File: src/rtl/key_beep_pattern.sv
// Per-key sync + debounce feeding a retriggerable beep pattern player (key i -> i+1 beeps).
// Latency: flag CNT_MAX+2 edges after first low sample, beep one cycle after flag; no backpressure.
module key_beep_pattern #(
  parameter int KEY_NUM  = 4,
  parameter int CNT_MAX  = 999_999,
  parameter int BEEP_LEN = 24_999_999
) (
  input  logic               sys_clk,
  input  logic               sys_rst_n,
  input  logic [KEY_NUM-1:0] key_in,
  output logic [KEY_NUM-1:0] key_flag,
  output logic               beep,
  output logic               busy
);

  localparam int CW = $clog2(CNT_MAX + 1);
  localparam int LW = (BEEP_LEN > 1) ? $clog2(BEEP_LEN) : 1;

  typedef enum logic [1:0] {IDLE, ON, OFF} state_t;

  logic [KEY_NUM-1:0] s1, s2;
  logic [CW-1:0]      cnt [KEY_NUM];
  state_t             state;
  logic [LW-1:0]      len_cnt;
  logic [2:0]         beeps_left;
  logic               hit;
  logic [2:0]         sel;
  logic               len_end;

  always_ff @(posedge sys_clk or negedge sys_rst_n) begin
    if (!sys_rst_n) begin
      s1 <= '1;
      s2 <= '1;
    end else begin
      s1 <= key_in;
      s2 <= s1;
    end
  end

  // Counter saturates at CNT_MAX so a held key flags exactly once.
  always_ff @(posedge sys_clk or negedge sys_rst_n) begin
    if (!sys_rst_n) begin
      for (int i = 0; i < KEY_NUM; i++) cnt[i] <= '0;
      key_flag <= '0;
    end else begin
      for (int i = 0; i < KEY_NUM; i++) begin
        if (s2[i]) begin
          cnt[i]      <= '0;
          key_flag[i] <= 1'b0;
        end else begin
          if (cnt[i] != CW'(CNT_MAX)) cnt[i] <= cnt[i] + 1'b1;
          key_flag[i] <= (cnt[i] == CW'(CNT_MAX - 1));
        end
      end
    end
  end

  // Descending scan so the lowest flagged index is the one left in sel.
  always_comb begin
    hit = 1'b0;
    sel = '0;
    for (int i = KEY_NUM - 1; i >= 0; i--) begin
      if (key_flag[i]) begin
        hit = 1'b1;
        sel = 3'(i);
      end
    end
  end

  assign len_end = (len_cnt == LW'(BEEP_LEN - 1));

  always_ff @(posedge sys_clk or negedge sys_rst_n) begin
    if (!sys_rst_n) begin
      state      <= IDLE;
      len_cnt    <= '0;
      beeps_left <= '0;
      beep       <= 1'b0;
      busy       <= 1'b0;
    end else if (hit) begin
      state      <= ON;
      len_cnt    <= '0;
      beeps_left <= sel;
      beep       <= 1'b1;
      busy       <= 1'b1;
    end else begin
      case (state)
        IDLE: begin
          beep <= 1'b0;
          busy <= 1'b0;
        end
        ON: begin
          if (len_end) begin
            state   <= OFF;
            len_cnt <= '0;
            beep    <= 1'b0;
          end else begin
            len_cnt <= len_cnt + 1'b1;
          end
        end
        OFF: begin
          if (len_end) begin
            len_cnt <= '0;
            if (beeps_left != 3'd0) begin
              state      <= ON;
              beeps_left <= beeps_left - 1'b1;
              beep       <= 1'b1;
            end else begin
              state <= IDLE;
              busy  <= 1'b0;
            end
          end else begin
            len_cnt <= len_cnt + 1'b1;
          end
        end
        default: begin
          state <= IDLE;
          beep  <= 1'b0;
          busy  <= 1'b0;
        end
      endcase
    end
  end

endmodule

File: config.mk
export PLATFORM = sky130hd
export DESIGN_NAME = key_beep_pattern
export DESIGN_NICKNAME = d
export VERILOG_FILES = /design/src/rtl/key_beep_pattern.sv
export SDC_FILE = /design/constraint.sdc
export NUM_CORES = 1
export LEC_CHECK = 0
export ABC_CLOCK_PERIOD_IN_PS = 2500
export CAP_MARGIN = 25
export CORE_ASPECT_RATIO = 2
export CORE_MARGIN = 5
export CORE_UTILIZATION = 28
export CTS_CLUSTER_DIAMETER = 30
export DETAILED_ROUTE_END_ITERATION = 6
export SYNTH_ARGS = -nofsm -noshare
export SYNTH_HDL_FRONTEND = slang
export SYNTH_SLANG_ARGS = --single-unit
File: constraint.sdc
create_clock -name sys_clk -period 2.5 [get_ports sys_clk]
set_input_delay 0.625 -clock sys_clk [delete_from_list [all_inputs] [get_ports sys_clk]]
set_output_delay 0.625 -clock sys_clk [all_outputs]
set_load 0.02 [all_outputs]
==> summary.md <==
| Metric | Value |
|---|---|
| Post-synthesis sequential area ratio | about 50% |
| Post-Syn Instances | approximately 650 |
| Power per cell area | between 600 and 700 nW/um^2 |
| Residual DRC | 0 |
| Register area | 3113 um^2 |
| Total negative slack | 0 ns |
| Peak supply drop | 0.4182 mV |
| FP Rows | 77 |
| Largest net degree at the start of global routing | 125 |
| Internal power | 3627 uW |
| Total routed wirelength | ~13,000 um |
| Core area | approximately 22,000 um^2 |
| Multi-input logic area | approximately 3000 um^2 |
| Min Tclk post-route | approximately 2.3 ns |
| Slew HR | between 50% and 60% |
| Largest fanout on the critical path | 17 |
| Sequential Power Share | between 40% and 50% |
| RePlAce Congestion | 0.8523 |
| Uppermost layer routed | met4 |
| Number of enable flip-flop cells after synthesis | 0 |
| Run status | complete, no violations |
| TritonCTS Buffers | 17 |
| CTS HTree Levels | 4 |
| Synthesized Nets | 669 |
| RSZ-0062 raised after global routing | no |
| Final Cycle Share | between 90 and 100% |
| Post-place setup slack | 0.2399 ns |
| Warnings from Yosys | 0 |
| Final hold violations | 0 |
| Synthesized cell area | roughly 6300 um^2 |
| Slowest cell on the critical path | or4bb_1 |
| Clk slew on worst S/H paths | 0.06 ns |
| Reg-to-reg slack, setup | 0.24 ns |
| Die width | roughly 120 um |
| Final clock skew | just over 0.01 ns |
| GRT overflow | 0 |
| CTS tree | done |
| Layout cells sized above 1 | under 10% |
| First-pass GRT wire length | around 23,000 um |
| Hold Path Class | input pin to asynchronous set/reset pin |
| Slew Viols, Final | 0 |
| Kind of critical path | register to register |
| Async set-or-reset flop fraction in the synthesized netlist | between 90% and 100% |
| Net load switching power | between 1000 and 1500 uW |
| IO Count | 12 |
| Max Root-Sink Buffers | 2 |
| Post-DP HPWL | ~9200 um |
| Ant diodes | 0 |
| Clk_lat worst skew | ~0.42 ns |
| Crit-path cells | inv_1, ha_1, or4bb_1, nor4_2, nand4_1, o21bai_2, buf_4, nor2_1 |
| Vias | between 4k and 5k |
| CTS Root Cell | clkbuf_16 |
| Syn_area_per_cell | roughly 9.7 um^2 |
| Worst R2R Start | len_cnt[0]$_DFFE_PN0P_ |
| CTS Hold Bufs | 0 |
| Final Setup Violations | 0 |
| CP Data Arrival Time | 2.55 ns |
| Via density | between 4 and 5 |
| Crit path largest cell delay | about 0.54 ns |
| CP Launch Type | register |
| Clk sinks | 124 |
| Initial DRC count | roughly 200 |
| # nets final | around 690 |
| Wl on met1 | roughly 5200 um |
| Max-cap violations | 0 |
| Area growth syn-to-layout | 16.80% |
| Vias in the first global route | 4,845 |
| Synth cell types | 43 |
| Switching portion of total power | around 22% |
| Count of state elements after synthesis | 124 |
| CP Launch Point | len_cnt[0]$_DFFE_PN0P_ |
| Initial DRT Pass Iterations | 4 |
| Crit end category | register |
| Starting Density | between 20% and 30% |
| Fmax | about 440 MHz |
| Die area | ~26,000 um^2 |
| Die Ht | ~220 um |
| Pleak | slightly above 0.003 uW |
| Worst path required time | approximately 2.8 ns |
| Cts repair resizes | 0 |
| Clock power frac | a little over half |
| Most used DFF post-synth | dfrtp_1 |
| Antenna viol nets, final | 0 |
| Routed len/inst | about 14 um |
| Filler Cell Count | around 2.3k |
| R2R cell count | 8 |
| I/O Buffers | 11 |
| Gr usage total | 10.87% |
| PnR Total Power | between 4000 and 5000 uW |
| Wire length on met2 | about 7300 um |
| Initial antenna violation count | 0 |
| Actual slew at the worst max-slew pin | about 0.72 ns |
| Post-Route Utilization | about 33% |
| Post-CTS Setup Bufs | 0 |
| Gate power share | ~1.8% |
| Final WS setup | around 0.24 ns |
| WL met3 | 412 um |
[cells in the final DEF (no fill, tap or decap), types with 5 or more instances in the layout]
cell and n:
dfrtp_1 116, nor2_1 87, nand2_1 43, xnor2_1 39
a21oi_1 35, nand3_1 32, xor2_1 29, nand4_1 25
inv_1 22, or3_1 21, o21ai_0 21, nor3_1 18
clkbuf_16 17, ha_1 16, and3_1 14, and4_1 13
a31oi_1 10, clkdlybuf4s50_1 10, buf_4 10, nor4_1 9
a211oi_1 8, dfstp_2 8, or4bb_1 5, nand4b_1 5
and2_1 5
[worst max-delay path: cells and delay by family, from the launching register on]
| family | cells | cell delay (ns) |
|---|---|---|
| simple gates | 4 | 1.03 |
| flops | 1 | 0.42 |
| buf+inv | 2 | 0.35 |
| compound gates | 1 | 0.18 |
| fa+ha+maj | 1 | 0.14 |
[power by group through the flow]
stage | clock (uW) | sequential, uW | combinational [uW]
after floorplan | 0 | 2090 | 44.8
after global placement | 0 | 2120 | 87.6
after detailed placement | 0 | 2120 | 87.8
after CTS | 2580 | 2080 | 88.6
after global routing | 2640 | 2080 | 98.3
final | 2500 | 2080 | 83.4
[through the flow]
stage / hold WS, ns / std cells / area [um^2]
after floorplan: 0.3294 / 647 / 6287
after global placement: 0.3453 / 922 / 6743
after detailed placement: 0.3468 / 922 / 6743
after CTS: 0.3419 / 954 / 7343
after global routing: 0.3446 / 954 / 7343
final: 0.2688 / 954 / 7343
[logic make-up after synthesis]
family	Yosys count	share of synthesized area [%]
AND/OR/NAND/NOR	305	26.53
multiplexers	4	0.6368
adder cells (fa/ha/maj)	16	3.184
flip-flops	124	49.51
buffers and inverters	44	2.667
XOR/XNOR	68	9.473
AO/OA/AOI/OAI	86	8.000
[area by class of cell]
| type | instances | share of cell area (%) |
|---|---|---|
| clock buffers | 17 | 5.793 |
| clock inverters | 15 | 2.385 |
| inverters | 22 | 1.125 |
| multi-input cells | 479 | 40.94 |
| flip-flops and latches | 124 | 42.39 |
| well taps | 276 | 4.703 |
| repair buffers | 21 | 2.658 |
[sequential cells by signal, summed over array words and instances (netlist names)]
| signal | count |
|---|---|
| beep | 1 |
| s1 | 4 |
| cnt | 80 |
| beeps_left | 3 |
| busy | 1 |
| key_flag | 4 |
| s2 | 4 |
| len_cnt | 25 |
| state | 2 |
[metal layers]
metal  vias to the layer above  track usage (%)
met1                      2318            11.35
li1                       2326                -
met5                         -                0
met2                        65            19.26
met4                         0            6.145
met3                        38            2.731
[final timing paths]
kind | to
max | len_cnt[14]$_DFFE_PN0P_
min | cnt[54]$_DFFE_PN0P_
max reg2reg | len_cnt[14]$_DFFE_PN0P_
min reg2reg | s2[2]$_DFF_PN1_
max in group asynchronous | len_cnt[15]$_DFFE_PN0P_
min in group sys_clk | s2[2]$_DFF_PN1_
[Yosys cell counts (2+ instances only)]
master | instances | area (um^2)
or3b_2 | 2 | 17.52
or3_1 | 21 | 131.4
a211o_1 | 3 | 26.28
inv_1 | 22 | 82.58
or4_1 | 3 | 22.52
and4_1 | 13 | 113.9
and3_1 | 14 | 87.58
nand2_1 | 43 | 161.4
xnor2_1 | 39 | 341.6
a21oi_1 | 35 | 175.2
nor2_1 | 87 | 326.6
or2_2 | 2 | 12.51
nor2b_1 | 4 | 25.02
o211ai_1 | 3 | 22.52
and2_1 | 5 | 31.28
mux2i_1 | 4 | 40.04
or4b_2 | 2 | 20.02
nor4_2 | 3 | 37.54
nand3_1 | 32 | 160.2
nor4_1 | 9 | 56.30
ha_1 | 16 | 200.2
o21ai_0 | 21 | 105.1
xor2_1 | 29 | 254.0
dfstp_2 | 8 | 210.2
nor4bb_1 | 2 | 20.02
o21bai_1 | 4 | 30.03
nand2b_1 | 3 | 18.77
nand4_1 | 25 | 156.4
nor4b_1 | 3 | 26.28
clkbuf_1 | 20 | 75.07
nor3_1 | 18 | 90.09
buf_2 | 2 | 10.01
nand4b_1 | 5 | 43.79
a31oi_1 | 10 | 62.56
a211oi_1 | 8 | 60.06
dfrtp_1 | 116 | 2903
or4bb_1 | 5 | 56.30
Power figures use the tool's default switching activity.
